### src/rtl/prbs_pkg.sv
// Shared types, widths and LFSR polynomial for the PRBS burst controller.
package prbs_pkg;

    localparam int unsigned LFSR_W = 4;
    localparam int unsigned LEN_W  = 8;
    localparam int unsigned GAP_W  = 4;
    localparam int unsigned REP_W  = 8;

    localparam logic [LFSR_W-1:0] SEED_DEFAULT = 4'b1000;

    typedef enum logic [2:0] {
        ST_IDLE,
        ST_LOAD,
        ST_RUN,
        ST_GAP,
        ST_DONE
    } state_e;

    // x^4 + x^3 + 1 style shift: output bit is s[0], feedback s[1]^s[0] enters at the top
    function automatic logic [LFSR_W-1:0] lfsr_step(input logic [LFSR_W-1:0] s);
        return {s[1] ^ s[0], s[3:1]};
    endfunction

endpackage

### src/rtl/prbs4_lfsr.sv
// 4-bit PRBS register with synchronous load (priority) and advance enable.
module prbs4_lfsr
    import prbs_pkg::*;
(
    input  logic              clk,
    input  logic              rst,
    input  logic              load_i,
    input  logic [LFSR_W-1:0] seed_i,
    input  logic              en_i,
    output logic [LFSR_W-1:0] state_o
);

    logic [LFSR_W-1:0] state_q;

    // Load beats advance; otherwise hold.
    always_ff @(posedge clk or posedge rst) begin
        if (rst) begin
            state_q <= SEED_DEFAULT;
        end else if (load_i) begin
            state_q <= seed_i;
        end else if (en_i) begin
            state_q <= lfsr_step(state_q);
        end
    end

    assign state_o = state_q;

endmodule

### src/rtl/prbs_burst_ctrl.sv
// Sequences the PRBS4 generator into repeatable bursts on a valid/ready stream.
module prbs_burst_ctrl
    import prbs_pkg::*;
(
    input  logic              clk,
    input  logic              rst,
    input  logic              start_i,
    input  logic [LFSR_W-1:0] cfg_seed_i,
    input  logic [LEN_W-1:0]  cfg_len_i,
    input  logic [GAP_W-1:0]  cfg_gap_i,
    input  logic [REP_W-1:0]  cfg_reps_i,
    input  logic              abort_i,
    output logic              dout_o,
    output logic              dout_valid_o,
    input  logic              dout_ready_i,
    output logic              dout_last_o,
    output logic              busy_o,
    output logic              done_o,
    output logic              err_seed_o
);

    state_e            state_q, state_d;
    logic [LFSR_W-1:0] seed_q, seed_d;
    logic [LEN_W-1:0]  len_q, len_d;
    logic [GAP_W-1:0]  gap_q, gap_d;
    logic [LEN_W-1:0]  bit_cnt_q, bit_cnt_d;
    logic [REP_W-1:0]  rep_cnt_q, rep_cnt_d;
    logic [GAP_W-1:0]  gap_cnt_q, gap_cnt_d;

    logic [LFSR_W-1:0] lfsr_q, lfsr_d, lfsr_seed;
    logic              lfsr_load, lfsr_en;

    logic dout_q, dout_d;
    logic valid_q, valid_d;
    logic last_q, last_d;
    logic busy_q, busy_d;
    logic done_q, done_d;
    logic err_q, err_d;

    prbs4_lfsr u_lfsr (
        .clk     (clk),
        .rst     (rst),
        .load_i  (lfsr_load),
        .seed_i  (lfsr_seed),
        .en_i    (lfsr_en),
        .state_o (lfsr_q)
    );

    // State, configuration and output registers.
    always_ff @(posedge clk or posedge rst) begin
        if (rst) begin
            state_q   <= ST_IDLE;
            seed_q    <= SEED_DEFAULT;
            len_q     <= '0;
            gap_q     <= '0;
            bit_cnt_q <= '0;
            rep_cnt_q <= '0;
            gap_cnt_q <= '0;
            dout_q    <= 1'b0;
            valid_q   <= 1'b0;
            last_q    <= 1'b0;
            busy_q    <= 1'b0;
            done_q    <= 1'b0;
            err_q     <= 1'b0;
        end else begin
            state_q   <= state_d;
            seed_q    <= seed_d;
            len_q     <= len_d;
            gap_q     <= gap_d;
            bit_cnt_q <= bit_cnt_d;
            rep_cnt_q <= rep_cnt_d;
            gap_cnt_q <= gap_cnt_d;
            dout_q    <= dout_d;
            valid_q   <= valid_d;
            last_q    <= last_d;
            busy_q    <= busy_d;
            done_q    <= done_d;
            err_q     <= err_d;
        end
    end

    // Next-state, counters, LFSR control and next output values.
    always_comb begin
        state_d   = state_q;
        seed_d    = seed_q;
        len_d     = len_q;
        gap_d     = gap_q;
        bit_cnt_d = bit_cnt_q;
        rep_cnt_d = rep_cnt_q;
        gap_cnt_d = gap_cnt_q;
        err_d     = 1'b0;
        lfsr_en   = 1'b0;

        unique case (state_q)
            ST_IDLE: begin
                if (start_i && !abort_i) begin
                    if (cfg_seed_i == '0) begin
                        err_d = 1'b1;
                    end else if (cfg_len_i == '0 || cfg_reps_i == '0) begin
                        state_d = ST_DONE;
                    end else begin
                        seed_d    = cfg_seed_i;
                        len_d     = cfg_len_i;
                        gap_d     = cfg_gap_i;
                        rep_cnt_d = cfg_reps_i;
                        state_d   = ST_LOAD;
                    end
                end
            end
            ST_LOAD: begin
                bit_cnt_d = len_q;
                state_d   = ST_RUN;
            end
            ST_RUN: begin
                if (dout_ready_i) begin
                    lfsr_en   = 1'b1;
                    bit_cnt_d = bit_cnt_q - LEN_W'(1);
                    if (bit_cnt_q == LEN_W'(1)) begin
                        rep_cnt_d = rep_cnt_q - REP_W'(1);
                        if (rep_cnt_q == REP_W'(1)) begin
                            state_d = ST_DONE;
                        end else if (gap_q != '0) begin
                            gap_cnt_d = gap_q;
                            state_d   = ST_GAP;
                        end else begin
                            state_d = ST_LOAD;
                        end
                    end
                end
            end
            ST_GAP: begin
                gap_cnt_d = gap_cnt_q - GAP_W'(1);
                if (gap_cnt_q == GAP_W'(1)) begin
                    state_d = ST_LOAD;
                end
            end
            ST_DONE: begin
                state_d = ST_IDLE;
            end
            default: begin
                state_d = ST_IDLE;
            end
        endcase

        if (abort_i && state_q != ST_IDLE) begin
            state_d = ST_IDLE;
        end

        // Every burst reseeds from the latched seed; IDLE always holds the default.
        lfsr_load = (state_q == ST_LOAD) || (state_d == ST_IDLE);
        lfsr_seed = (state_d == ST_IDLE) ? SEED_DEFAULT : seed_q;
        lfsr_d    = lfsr_load ? lfsr_seed : (lfsr_en ? lfsr_step(lfsr_q) : lfsr_q);

        valid_d = (state_d == ST_RUN);
        dout_d  = valid_d & lfsr_d[0];
        last_d  = valid_d && (bit_cnt_d == LEN_W'(1));
        busy_d  = (state_d != ST_IDLE);
        done_d  = (state_d == ST_DONE);
    end

    assign dout_o       = dout_q;
    assign dout_valid_o = valid_q;
    assign dout_last_o  = last_q;
    assign busy_o       = busy_q;
    assign done_o       = done_q;
    assign err_seed_o   = err_q;

endmodule

### config.mk
export PLATFORM = sky130hd
export DESIGN_NAME = prbs_burst_ctrl
export DESIGN_NICKNAME = d
export VERILOG_FILES = /design/src/rtl/prbs_pkg.sv /design/src/rtl/prbs4_lfsr.sv /design/src/rtl/prbs_burst_ctrl.sv
export SDC_FILE = /design/constraint.sdc
export NUM_CORES = 1
export LEC_CHECK = 0
export BUFFER_PORTS_ARGS = -buffer_cell sky130_fd_sc_hd__buf_2
export CORE_ASPECT_RATIO = 1.1
export CORE_UTILIZATION = 40
export CTS_CLUSTER_SIZE = 28
export DETAILED_ROUTE_END_ITERATION = 12
export PLACE_DENSITY = 0.62
export SLEW_MARGIN = 5
export SYNTH_ARGS = -nofsm -noshare
export SYNTH_HDL_FRONTEND = slang
export SYNTH_SLANG_ARGS = --single-unit
### constraint.sdc
create_clock -name clk -period 2.2 [get_ports clk]
set_input_delay 0.11 -clock clk [delete_from_list [all_inputs] [get_ports clk]]
set_output_delay 0.11 -clock clk [all_outputs]
set_load 0.005 [all_outputs]
Word level (Yosys, flattened, before mapping)

Cells that the tools add are included.

Input bits: 29
Output and inout bits: 6
Register bits after elaboration: 49

Equality and inequality tests: 16
Bitwise logic cells: 4
Muxes and demuxes: 31
Reductions and logical operators: 20
Add/subtract/negate cells: 3

Operator list:

| operator                                            | number |
|---|---|
| two-way mux 8 bit                                   | 6 |
| case mux 8 bit (2 select lines)                     | 2 |
| two-way mux 4 bit                                   | 7 |
| equality test 8 x 1 -> 1 bit, second input constant | 3 |
| two-way mux 3 bit                                   | 8 |
| logical NOT 8 bit                                   | 2 |
| subtractor 8 x 1 -> 8 bit, second input constant    | 2 |
| inequality test 2 bit, second input constant        | 7 |
| case mux 3 bit (4 select lines)                     | 1 |
| equality test 3 x 2 -> 1 bit, second input constant | 3 |
| case mux 4 bit (2 select lines)                     | 1 |
| logical NOT 3 bit                                   | 2 |
| AND reduction 6 bit                                 | 1 |
| nonzero test 2 bit                                  | 3 |
| nonzero test 3 bit                                  | 2 |
| two-way mux 1 bit                                   | 5 |
| AND reduction 5 bit                                 | 1 |
| equality test 4 x 1 -> 1 bit, second input constant | 1 |
| logical NOT 4 bit                                   | 1 |
| AND reduction 4 bit                                 | 1 |
| nonzero test 4 bit                                  | 1 |
| subtractor 4 x 1 -> 4 bit, second input constant    | 1 |
| equality test 3 x 1 -> 1 bit, second input constant | 1 |
| equality test 3 bit, second input constant          | 1 |
| other kinds (7)                                     | 11 |

Depth between registers and ports, before layout

Depth after elaboration: 11
Mapped depth: 8
Gate-level depth less buffers: 7

By module

From an unflattened synthesis, not the netlist that was laid out.

Cells, all modules: 330
Area, all modules: 2892.8 µm²

By module, submodules not included:

| module          | times used | area an instance (µm²) | cells an instance |
|---|---|---|---|
| prbs_burst_ctrl | 1          | 2691.3                 | 311 |
| prbs4_lfsr      | 1          | 201.4                  | 19 |

Worst setup path after synthesis

No wires, ideal clock.

Kind: register to register
From: reg state_q[2]
To: reg rep_cnt_q[0]
Setup time: 124 ps
Stages on the path, launching flop included: 8
Buffers on the path: 2
Arrival time: 1754 ps
Data required time: 2076 ps
Setup slack: 322 ps
Cell sequence: dfrtp_1 -> nor4_2 -> nand3_1 -> a211o_1 -> buf_6 -> and2_1 -> clkbuf_2 -> a211o_1

Word-level cells in the longest chain between the ends: 3
Elaborated cells between the ends (all ways): 10
Classes of those cells: 6 x eq/ne; 1 x mux; 3 x reduce/logical

RTL lines:

| item                                                                                | line                  | source |
|---|---|---|
| start, declared                                                                     | prbs_burst_ctrl.sv:22 | `state_e state_q, state_d;` |
| start signal, assigned                                                              | prbs_burst_ctrl.sv:66 | `state_q <= state_d;` |
| equality test 3 x 2 -> 1 bit / logical NOT 3 bit (equally long branches)            | prbs_burst_ctrl.sv:94 | `unique case (state_q)` |
| inequality test 2 bit (no source line) / nonzero test 2 bit (equally long branches) | n/a                   |  |
| AND reduction 6 bit (no source line)                                                | n/a                   |  |
| end signal, assigned                                                                | prbs_burst_ctrl.sv:71 | `rep_cnt_q <= rep_cnt_d;` |
| end, declared                                                                       | prbs_burst_ctrl.sv:27 | `logic [REP_W-1:0] rep_cnt_q, rep_cnt_d;` |

Parallel ways exist; a longest one is shown, timed or not.
A chain may end at the register's enable or synchronous reset.

Worst setup path after layout

From: in cfg_seed_i[1]
To: reg len_q[7]

Word-level cells in the longest chain between the ends: 3

RTL lines:

| item                                 | line                  | source |
|---|---|---|
| start, declared                      | prbs_burst_ctrl.sv:8  | `input logic [LFSR_W-1:0] cfg_seed_i,` |
| logical NOT 4 bit                    | prbs_burst_ctrl.sv:97 | `if (cfg_seed_i == '0) begin` |
| inverter 1 bit (no source line)      | n/a                   |  |
| AND reduction 4 bit (no source line) | n/a                   |  |
| end signal, assigned                 | prbs_burst_ctrl.sv:68 | `len_q <= len_d;` |
| end, declared                        | prbs_burst_ctrl.sv:24 | `logic [LEN_W-1:0] len_q, len_d;` |

Every way passes these cells.

==> out/qor.txt <==
sequential share of the synthesized area - 0.4460
combinational fraction of design power - 0.414
worst-skew pair later-pin latency - 310 ps
Routed Antenna Nets - 0
register area - 1229 um2
Tcrit/Tclk final - 0.9541
Max Freq - 476.4 MHz
Max clock buf depth - 2
worst relative slew slack - 0.5734
Horiz. Die Dim - 81.13 um
Clock Sinks - 49
CTS Buf Count - 5
TritonCTS clock tree - done
endpoints failing hold - 0
EDFF count, synth - 0
PortBufs - 34
Yosys Warn Count - 0
Setup Buffers After CTS - 0
Peak supply drop - 459.0 uV
WL final - 6296 um
NumNets Final - 354
status - finished, final reports clean
first-pass GRT wire length - 10900 um
Max-Cap Viols - 0
largest net degree at the start of global routing - 50
HPWL after DPL - 4604 um
PD cells - 1189 nW/um2
layout cells sized above 1 - 0.2281
Ports - 35
TritonRoute pass-1 iters - 4
die height - 89.05 um
LEAKAGE - 1.436 nW
Clock transition at path regs - 100 ps
Yosys cell types - 58
Arr. time, crit path - 2300 ps
Synth Register Bits - 49
ANT cells - 0
syn nets - 307
GPL Wtd Cong - 0.8214
initial core utilization - 0.4154
P_int - 2.279 mW
gr usage total - 0.1973
fin. max-slew vios - 0
async set or reset register ratio after synthesis - 1.000
Crit Path Max Fanout - 10
Fill cells - 628
Avg Vias per Cell - 5.667
register share of total power - 0.434
fin crit period - 2099 ps
initial antenna violation count - 0
Setup violations, final - 0
Sw Ratio - 0.4008
Syn Inst Count - 272
Slew @ Worst Pin - 639.9 ps
clock group share of total power - 0.152
Residual DRC - 0
CP Class - in -> reg
Rows - 31
via count - 2278
crit start category - input pin
GRT overflow - 0
worst hold path class - in -> reg
Post-Syn Area - 2755 um2
H-tree levels - 2
area grow syn2layout - 16.12%
switching pwr - 1.525 mW
core area - 6633 um2
RSZ-0062 raised after global routing - false
Most used DFF post-synth - dfrtp_1
number of global-route vias before repair - 2284
nature of the critical path endpoint - flip-flop
die area - 7224 um2
Max Clock Skew - 16.15 ps
Power Total - 3.804 mW
WL/cell - 15.66 um
area occupied by multi-input gates - 1399 um2
drt initial violations - 120
Post-Syn Area per Cell - 10.13 um2
final setup TNS - 0 ps
CTS root buf - clkbuf_8
CP required - 2400 ps
-- routing by layer --
metal / share of wire / track usage
met1: 0.47 / 0.2664
met2: 0.48 / 0.3224
met3: 0.036 / 0.03980
met4: 0.0081 / 0.05195
met5: 0 / 0
-- metrics by stage --
| step | cell area (um2) | util | setup WS, ps | std cells | hold slack (ps) |
|---|---|---|---|---|---|
| after floorplan | 2755 | - | 322.1 | 272 | 217.9 |
| after global placement | 3054 | 0.4605 | 182.5 | 389 | 317.8 |
| after detailed placement | 3054 | 0.4605 | 156.6 | 389 | 324.2 |
| after CTS | 3199 | 0.4824 | 102.3 | 402 | 1.845 |
| after global routing | 3199 | 0.4824 | 8.501 | 402 | 5.626 |
| final | 3199 | 0.4824 | 100.9 | 402 | 12.01 |
-- synth_stat cells, drive strengths merged (9+ instances only) --
cell type / n / area [um2]
o21ai: 9 / 45.04
nor4: 11 / 108.9
nand2: 15 / 56.30
inv: 11 / 41.29
nor2: 23 / 86.33
a21oi: 22 / 110.1
buf: 11 / 73.82
dfrtp: 47 / 1176
mux2: 20 / 225.2
-- power groups by stage --
stage | registers [mW] | logic [mW] | clock network, mW
3_3_place_gp | 1.66 | 1.54 | 0
4_1_cts | 1.64 | 1.58 | 0.607
2_1_floorplan | 1.56 | 1.21 | 0
5_1_grt | 1.70 | 1.80 | 0.633
6_report | 1.65 | 1.57 | 0.579
3_5_place_dp | 1.66 | 1.57 | 0
-- cell usage in the layout, fill, tap and decap left out, types with 3 or more instances in the layout --
| cell type | Yosys | final |
|---|---|---|
| a21o_1 | 4 | 4 |
| a21oi_1 | 22 | 22 |
| a31oi_1 | 6 | 6 |
| and2_1 | 5 | 5 |
| buf_2 | 8 | 34 |
| buf_4 | 0 | 15 |
| clkbuf_8 | 0 | 5 |
| dfrtp_1 | 47 | 47 |
| dlygate4sd3_1 | 0 | 5 |
| ha_1 | 6 | 6 |
| inv_1 | 11 | 10 |
| inv_6 | 0 | 3 |
| mux2_1 | 18 | 18 |
| nand2_1 | 15 | 15 |
| nand2b_1 | 4 | 4 |
| nand3_1 | 4 | 4 |
| nand3b_1 | 3 | 3 |
| nor2_1 | 23 | 23 |
| nor2b_1 | 5 | 5 |
| nor3_1 | 6 | 6 |
| nor3b_1 | 3 | 3 |
| nor4_1 | 6 | 6 |
| nor4_2 | 4 | 4 |
| o211ai_1 | 3 | 3 |
| o21ai_0 | 8 | 8 |
| o22a_1 | 6 | 6 |
| o22ai_1 | 4 | 4 |
| o2bb2ai_1 | 3 | 3 |
| or2_2 | 3 | 3 |
| or4_1 | 3 | 3 |
-- sequential cells by signal, indices dropped and copies added (netlist names) --
name,count
bit_cnt_q,8
err_seed_o,1
dout_last_o,1
len_q,8
done_o,1
u_lfsr.state_o,4
dout_o,1
gap_q,4
gap_cnt_q,4
dout_valid_o,1
busy_o,1
rep_cnt_q,8
state_q,3
seed_q,4
-- critical path, cell delays in order --
cell and delay, ps:
dlygate4sd3_1 530, buf_2 120, or4_1 590, nand3_1 180, a211o_1 200, buf_4 230
mux2_1 340
-- cells by family after synthesis --
| kind of cell | count (synthesis) | synth area share |
|---|---|---|
| AO/OA/AOI/OAI | 73 | 0.1780 |
| XOR/XNOR | 1 | 0.003180 |
| adder cells (fa/ha/maj) | 6 | 0.02725 |
| buffers and inverters | 25 | 0.04632 |
| flip-flops | 49 | 0.4460 |
| multiplexers | 21 | 0.08537 |
| AND/OR/NAND/NOR | 97 | 0.2139 |
-- cell type report --
cell class	instances	area share
multi-input combinational	198	0.4372
sequential	49	0.3840
timing repair buffer	54	0.1040
tap	82	0.03207
clock buffer	5	0.02151
inverter	11	0.01291
clock inverter	3	0.008213
-- path summary, 6_finish.rpt --
check | from | endpoint | slack (ps) | depth (start not counted)
setup / recovery | cfg_seed_i[1] | len_q[7] | 100 | 7
hold / removal | cfg_gap_i[0] | gap_q[0] | 10 | 2
setup reg to reg | bit_cnt_q[3] | dout_last_o | 170 | 5
hold reg to reg | len_q[1] | len_q[1] | 500 | 1
max in group asynchronous | rst | bit_cnt_q[0] | 1240 | 4
min in group asynchronous | rst | err_seed_o | 510 | 4
-- what timing repair did --
item | 4_1_cts | 5_1_grt
hold buffers | 5 | 0
hold endpoints to repair | 51 | 0
resized for setup | 0 | 0
(Power assumes the default switching activity.)
